### config.mk
export PLATFORM = sky130hd
export DESIGN_NAME = scan_chain_ctrl
export DESIGN_NICKNAME = d
export VERILOG_FILES = /design/src/rtl/scan_chain_pkg.sv /design/src/rtl/scan_frame_buf.sv /design/src/rtl/scan_chain_ctrl.sv
export SDC_FILE = /design/constraint.sdc
export NUM_CORES = 1
export LEC_CHECK = 0
export CELL_PAD_IN_SITES_DETAIL_PLACEMENT = 1
export CELL_PAD_IN_SITES_GLOBAL_PLACEMENT = 2
export CORE_MARGIN = 1
export CORE_UTILIZATION = 40
export CTS_CLUSTER_SIZE = 30
export DETAILED_ROUTE_END_ITERATION = 12
export GPL_TIMING_DRIVEN = 1
export PLACE_DENSITY_LB_ADDON = 0.1
export REMOVE_ABC_BUFFERS = 1
export SYNTH_ARGS = -nofsm -noshare
export SYNTH_HDL_FRONTEND = slang
export SYNTH_SLANG_ARGS = --single-unit
### constraint.sdc
create_clock -name clk -period 3.95 [get_ports clk]
set_input_delay 0.5925 -clock clk [delete_from_list [all_inputs] [get_ports clk]]
set_output_delay 0.5925 -clock clk [all_outputs]
set_load 0.01 [all_outputs]
### src/rtl/scan_chain_pkg.sv
// scan_chain_pkg: shared types and constants for the PLL configuration
// scan-chain controller.
//   state_t      - controller FSM states
//   CMD_WRITE    - cmd_op value for a frame write
//   CMD_READBACK - cmd_op value for a frame readback
//   nbytes()     - number of host bytes needed to carry an n-bit frame
package scan_chain_pkg;

    typedef enum logic [2:0] {
        ST_IDLE    = 3'd0,
        ST_FILL    = 3'd1,
        ST_SHIFT   = 3'd2,
        ST_LOAD    = 3'd3,
        ST_CAPTURE = 3'd4,
        ST_UNSHIFT = 3'd5,
        ST_DRAIN   = 3'd6
    } state_t;

    localparam logic CMD_WRITE    = 1'b0;
    localparam logic CMD_READBACK = 1'b1;

    function automatic int nbytes(input int n);
        return (n + 32'sd7) / 32'sd8;
    endfunction

endpackage

### src/rtl/scan_frame_buf.sv
// scan_frame_buf: N-bit frame buffer addressed either by byte or by bit.
// Storage is padded to a whole number of bytes; padding bits may hold stale
// host data but are masked to zero on every read, so bits at index N and
// above are effectively discarded.
// Ports:
//   clk, reset            - clock, asynchronous active-high reset (clears buffer)
//   byte_we/idx/wdata     - byte write port (byte k = bits 8k..8k+7)
//   byte_rdata            - byte read at byte_idx (padding reads as 0)
//   bit_we/idx/wdata      - bit write port
//   bit_rdata             - bit read at bit_idx
module scan_frame_buf #(
    parameter int N  = 100,
    parameter int NB = 13,
    parameter int IW = 4,
    parameter int CW = 7
) (
    input  logic          clk,
    input  logic          reset,
    input  logic          byte_we,
    input  logic [IW-1:0] byte_idx,
    input  logic [7:0]    byte_wdata,
    output logic [7:0]    byte_rdata,
    input  logic          bit_we,
    input  logic [CW-1:0] bit_idx,
    input  logic          bit_wdata,
    output logic          bit_rdata
);

    localparam int PW = NB * 8;
    localparam logic [PW-1:0] PAD_MASK = PW'({N{1'b1}});

    logic [PW-1:0] buf_r;
    logic [PW-1:0] vis_s;

    // Frame storage: byte writes during fill, bit writes during unshift.
    always_ff @(posedge clk or posedge reset) begin
        if (reset) begin
            buf_r <= '0;
        end else begin
            if (byte_we) begin
                buf_r[{byte_idx, 3'b000} +: 8] <= byte_wdata;
            end
            if (bit_we) begin
                buf_r[bit_idx] <= bit_wdata;
            end
        end
    end

    // Read view with padding bits forced to zero.
    always_comb begin
        vis_s      = buf_r & PAD_MASK;
        byte_rdata = vis_s[{byte_idx, 3'b000} +: 8];
        bit_rdata  = vis_s[bit_idx];
    end

endmodule

### src/rtl/scan_chain_ctrl.sv
// scan_chain_ctrl: frame controller for the PLL configuration shift chain.
// WRITE: collect NB host bytes, shift N bits LSB-first into the chain in one
// contiguous burst, pulse sr_load. READBACK: pulse sr_read, shift N bits out
// of the chain in one burst, return them as NB bytes.
// Ports:
//   clk, reset                    - clock (also the chain clock), async active-high reset
//   cmd_valid/cmd_op/cmd_ready    - command handshake (0 = WRITE, 1 = READBACK)
//   wr_valid/wr_data/wr_ready     - write byte stream
//   rd_valid/rd_data/rd_ready     - readback byte stream
//   sr_s_in/sr_load/sr_read       - chain serial input, load and read strobes
//   sr_s_out                      - chain serial output
//   busy, done                    - status: not idle, command-complete pulse
module scan_chain_ctrl
    import scan_chain_pkg::*;
#(
    parameter int N = 100
) (
    input  logic       clk,
    input  logic       reset,
    input  logic       cmd_valid,
    input  logic       cmd_op,
    output logic       cmd_ready,
    input  logic       wr_valid,
    input  logic [7:0] wr_data,
    output logic       wr_ready,
    output logic       rd_valid,
    output logic [7:0] rd_data,
    input  logic       rd_ready,
    output logic       sr_s_in,
    output logic       sr_load,
    output logic       sr_read,
    input  logic       sr_s_out,
    output logic       busy,
    output logic       done
);

    localparam int NB = nbytes(N);
    localparam int CW = $clog2(N);
    localparam int IW = $clog2(NB);
    localparam logic [CW-1:0] CNT_LAST = CW'(N - 1);
    localparam logic [IW-1:0] IDX_LAST = IW'(NB - 1);

    state_t        state_r;
    logic [CW-1:0] cnt_r;
    logic [IW-1:0] idx_r;

    logic          byte_we_s;
    logic [7:0]    byte_rdata_s;
    logic          bit_we_s;
    logic          bit_rdata_s;

    scan_frame_buf #(
        .N  (N),
        .NB (NB),
        .IW (IW),
        .CW (CW)
    ) u_frame (
        .clk        (clk),
        .reset      (reset),
        .byte_we    (byte_we_s),
        .byte_idx   (idx_r),
        .byte_wdata (wr_data),
        .byte_rdata (byte_rdata_s),
        .bit_we     (bit_we_s),
        .bit_idx    (cnt_r),
        .bit_wdata  (sr_s_out),
        .bit_rdata  (bit_rdata_s)
    );

    // Controller FSM with bit counter (cnt_r) and byte index (idx_r).
    always_ff @(posedge clk or posedge reset) begin
        if (reset) begin
            state_r <= ST_IDLE;
            cnt_r   <= '0;
            idx_r   <= '0;
        end else begin
            case (state_r)
                ST_IDLE: begin
                    if (cmd_valid) begin
                        cnt_r   <= '0;
                        idx_r   <= '0;
                        state_r <= (cmd_op == CMD_WRITE) ? ST_FILL : ST_CAPTURE;
                    end
                end
                ST_FILL: begin
                    if (wr_valid) begin
                        if (idx_r == IDX_LAST) begin
                            idx_r   <= '0;
                            cnt_r   <= '0;
                            state_r <= ST_SHIFT;
                        end else begin
                            idx_r <= idx_r + IW'(1);
                        end
                    end
                end
                ST_SHIFT: begin
                    // The chain shifts every clock, so this burst never stalls.
                    if (cnt_r == CNT_LAST) begin
                        cnt_r   <= '0;
                        state_r <= ST_LOAD;
                    end else begin
                        cnt_r <= cnt_r + CW'(1);
                    end
                end
                ST_LOAD: begin
                    state_r <= ST_IDLE;
                end
                ST_CAPTURE: begin
                    cnt_r   <= '0;
                    state_r <= ST_UNSHIFT;
                end
                ST_UNSHIFT: begin
                    if (cnt_r == CNT_LAST) begin
                        cnt_r   <= '0;
                        idx_r   <= '0;
                        state_r <= ST_DRAIN;
                    end else begin
                        cnt_r <= cnt_r + CW'(1);
                    end
                end
                ST_DRAIN: begin
                    if (rd_ready) begin
                        if (idx_r == IDX_LAST) begin
                            idx_r   <= '0;
                            state_r <= ST_IDLE;
                        end else begin
                            idx_r <= idx_r + IW'(1);
                        end
                    end
                end
                default: begin
                    state_r <= ST_IDLE;
                end
            endcase
        end
    end

    // Output and buffer-strobe decode from the registered state.
    always_comb begin
        cmd_ready = 1'b0;
        wr_ready  = 1'b0;
        rd_valid  = 1'b0;
        rd_data   = 8'h00;
        sr_s_in   = 1'b0;
        sr_load   = 1'b0;
        sr_read   = 1'b0;
        busy      = 1'b1;
        done      = 1'b0;
        byte_we_s = 1'b0;
        bit_we_s  = 1'b0;
        case (state_r)
            ST_IDLE: begin
                cmd_ready = 1'b1;
                busy      = 1'b0;
            end
            ST_FILL: begin
                wr_ready  = 1'b1;
                byte_we_s = wr_valid;
            end
            ST_SHIFT: begin
                sr_s_in = bit_rdata_s;
            end
            ST_LOAD: begin
                sr_load = 1'b1;
                done    = 1'b1;
            end
            ST_CAPTURE: begin
                sr_read = 1'b1;
            end
            ST_UNSHIFT: begin
                bit_we_s = 1'b1;
            end
            ST_DRAIN: begin
                rd_valid = 1'b1;
                rd_data  = byte_rdata_s;
                // Completion is signalled in the cycle the last byte is taken.
                done     = rd_ready && (idx_r == IDX_LAST);
            end
            default: begin
                busy = 1'b1;
            end
        endcase
    end

endmodule
==> results of run 1 <==
-- worst max-delay path: cells and delay by family (launching register included) --
family / cells / cell delay, ns
AOI/OAI and AO/OA: 4 / 0.78
muxes: 1 / 0.52
and+or+nand+nor: 1 / 0.14
DFF: 1 / 0.57
buffers and inverters: 2 / 0.78
-- synthesized netlist by cell type, types with 3 or more instances --
cell type / instances / area share
mux4_2: 32 / 0.088
a21oi_1: 30 / 0.018
nor2_2: 5 / 0.0038
and2_1: 3 / 0.0023
dfrtp_1: 114 / 0.35
a22oi_1: 7 / 0.0065
o21ai_0: 67 / 0.041
nor2_1: 111 / 0.051
or2_2: 3 / 0.0023
clkbuf_1: 37 / 0.017
mux2i_1: 91 / 0.11
ha_1: 5 / 0.0077
o211ai_1: 4 / 0.0037
inv_1: 9 / 0.0041
a211oi_1: 6 / 0.0055
buf_2: 24 / 0.015
buf_4: 7 / 0.0065
nor2b_1: 21 / 0.016
nor3b_1: 4 / 0.0037
and3_1: 11 / 0.0084
nand2b_1: 17 / 0.013
mux2_2: 12 / 0.017
a311oi_1: 4 / 0.0043
mux4_1: 3 / 0.0097
mux4_4: 6 / 0.018
nor3_1: 13 / 0.0080
a31oi_1: 41 / 0.031
nand3_1: 43 / 0.026
o21ai_1: 4 / 0.0025
nand2_1: 93 / 0.043
a221oi_1: 25 / 0.027
-- registers in the layout, summed over array words and instances (netlist names) --
| register | flops |
|---|---|
| state_r | 3 |
| cnt_r | 7 |
| u_frame.buf_r | 100 |
| idx_r | 4 |
-- cell families (layout without fill, tap and decap cells) --
| kind of cell | count (synthesis) | count (layout) |
|---|---|---|
| xor gates and xnor gates | 2 | 2 |
| AOI/OAI and AO/OA | 203 | 203 |
| DFF | 114 | 114 |
| muxes | 144 | 144 |
| and+or+nand+nor | 337 | 337 |
| adders and majority gates | 5 | 5 |
| buffers and inverters | 83 | 102 |
-- layer usage --
layer	wire length, um	share of wire	vias to the layer above
li1	-	-	3294
met1	14330	0.42	3941
met5	0	0	-
met4	1538	0.045	0
met2	15900	0.47	341
met3	2089	0.062	89
-- layout by cell type, fill, tap and decap left out, drive strengths merged, types with 25 or more instances in the layout --
master / instances
mux4: 41
dfrtp: 114
a31oi: 41
a21oi: 30
nand2: 95
o21ai: 71
nor2: 116
clkdlybuf4s50: 29
buf: 33
a221oi: 25
mux2i: 91
nand3: 43
-- timing repair --
action,CTS,global route
endpoints found under the setup margin,0,1
hold endpoints to repair,0,0
gates resized for setup,0,4
-- through the flow --
stage / area [sq um] / util / worst slack, ns / total power (W) / hold WS, ns
floorplan: 7791 / - / 0.2211 / 0.002822 / 0.5315
global placement: 8695 / 0.4410 / 0.5497 / 0.003605 / 0.5837
detailed placement: 8695 / 0.4410 / 0.5030 / 0.003665 / 0.6041
CTS: 9275 / 0.4704 / 0.03598 / 0.005233 / 0.4604
global route: 9288 / 0.4710 / 0.02465 / 0.005484 / 0.4776
finish: 9288 / 0.4710 / 0.1235 / 0.005251 / 0.4650
-- power groups by stage --
stage	clock network [W]	registers (W)	logic, W
global placement	0	0.00164	0.00197
finish	0.00156	0.00164	0.00205
global route	0.00161	0.00166	0.00221
CTS	0.00157	0.00163	0.00203
floorplan	0	0.00163	0.00120
detailed placement	0	0.00165	0.00202
-- worst max path at each step --
| stage | end | startpoint | depth (start not counted) | slack [ns] |
|---|---|---|---|---|
| 2_1_floorplan | sr_s_in | cnt_r[0] | 5 | 0.22 |
| 3_3_place_gp | sr_s_in | cnt_r[1] | 8 | 0.55 |
| 3_5_place_dp | sr_s_in | cnt_r[0] | 8 | 0.50 |
| 4_1_cts | sr_s_in | cnt_r[0] | 8 | 0.04 |
| 5_1_grt | sr_s_in | cnt_r[0] | 8 | 0.02 |
| 6_report | sr_s_in | cnt_r[0] | 8 | 0.12 |
-- cell type report --
type	instances	area (sq um)	share of cell area
clock buffer	22	474.2	0.05106
clock inverter	9	106.4	0.01145
inverter	9	36.28	0.003907
multi-input combinational	691	4916	0.5293
sequential	114	2855	0.3074
tap	265	331.6	0.03570
timing repair buffer	62	568.0	0.06116
==> impl_metrics.yaml, run 1 <==
run_status:
  status: "complete, no violations"
timing:
  setup_tns_ns: 0
  worst_pin_slew_ns: 1.249
  min_period_ns: 3.826
  setup_viol: 0
  hold_violations: 0
  max_freq_mhz: 261.3
  drv_slew: 0
  max_slew_margin: 0.1645
  rsz0062_at_grt: "false"
  fin_crit_sh: 0.9687
  finClkSkew_ns: 0.01109
pwr:
  p_leak_nw: 3.839
  p_int_w: 0.003144
  powerDensity_nw_per_um2: 565.3
  p_sw_frac: 0.4011
  power_switching_w: 0.002106
  ir_drop_v: 0.0003338
  power_frac_comb: 0.391
  pwr-share-clk: 0.297
  p_seq_frac: 0.312
synth:
  synth_warnings: 0
  syn-instance-count: 888
  synthMuxAreaShare: 0.2450
  synthAdderAreaFrac: 0.007679
  avgSynthCellArea_sq_um: 9.174
  ys_ff_latch: 114
  synth_xor_area_frac: 0.002150
  synth_edf_count: 0
  synth_area_sq_um: 8147
  synth-compound-area-share: 0.1565
  synth_cell_types: 57
  synth_top_family_by_area: "multiplexers"
  synth_simple_gate_area_share: 0.1908
  async_flop_share: 1.000
  ys.flop_type: "dfrtp_1"
  yosysSeqAreaShare: 0.3502
drt:
  wl_per_cell_um: 28.89
  drt_wl_total_um: 33860
  drt_iter0_markers: 816
  via_per_inst: 6.540
  ant_nets: 0
  vias: 7665
  drc: 0
  drt_first_pass_iters: 5
worst_setup_path:
  cp-start-kind: "register"
  max_stage_delay_ns: 0.57
  path_cells: "buf_6, mux4_2, nor2b_1, a211oi_1, a31oi_1, o211ai_1, a31oi_1, clkdlybuf4s50_1"
  cpMaxStageDelayCell: "dfrtp_2"
  critPathMostFrequentCell: "a31oi_1"
  critPathArrivalTime_ns: 3.23
  worstReg2RegEnd: "u_frame.buf_r[24]"
  rr_startpoint: "idx_r[1]"
  ff2ff_setup_slack_ns: 0.65
  critPathKind: "reg -> out"
  r2r_cells: 7
  crit_fanout: 14
  required_ns: 3.36
  critPathCaptureType: "output pin"
global_routing:
  use_met2: 0.5516
  grt.busiest_layer: "met2"
  overflow: 0
  grt.total_usage: 0.3450
  grt_pass1_wl_um: 50700
  grt_use_met3: 0.05035
  grt_max_degree: 67
  use_met1: 0.4569
  grt_pass1_vias: 7672
  antenna_found_initial: 0
hold_path:
  hold_class: "in -> async"
cells_and_area:
  diodes: 0
  fin_nets: 915
  final_cell_count_no_fill: 1172
  syn2layout_area_growth_pct: 14.01
  drive_gt1_frac: 0.1455
  fillers: 2233
clock_network:
  clock_latency_ns: 0.43
  numCtsBuffers: 17
  cts_htree_levels: 4
  cts_setup_buffers: 0
  cts_max_path_buffers: 2
  cts_tree: "built"
  root_buffer: "clkbuf_16"
  hold_buffers: 0
  cts.clk_slew.worst_paths_ns: 0.05
  clock-sinks: 114
floorplan:
  dieWidth_um: 144.7
  start_util: 0.4132
  pin_count: 31
  die_h_um: 144.7
  rows: 51
  dieArea_sq_um: 20940
  coreArea_sq_um: 19720
placed_design:
  io_buffer_count: 30
  gp_congestion: 0.9412
  dp.final_hpwl_um: 25520
  place_inst: 1141
flow_run:
  maxCapViolCount: 0
No activity file was read; power rests on OpenSTA's default activity.
==> run 2, diff against run 1 <==
--- a/config.mk
+++ b/config.mk
@@ -5,13 +5,13 @@
 export SDC_FILE = /design/constraint.sdc
 export NUM_CORES = 1
 export LEC_CHECK = 0
+export ABC_CLOCK_PERIOD_IN_PS = 3950
 export CELL_PAD_IN_SITES_DETAIL_PLACEMENT = 1
 export CELL_PAD_IN_SITES_GLOBAL_PLACEMENT = 2
 export CORE_MARGIN = 1
 export CORE_UTILIZATION = 40
 export CTS_CLUSTER_SIZE = 30
 export DETAILED_ROUTE_END_ITERATION = 12
-export GPL_TIMING_DRIVEN = 1
 export PLACE_DENSITY_LB_ADDON = 0.1
 export REMOVE_ABC_BUFFERS = 1
 export SYNTH_ARGS = -nofsm -noshare
==> results of run 2 <==
No change in the layout: final DEF, timing and power equal those of run 1.
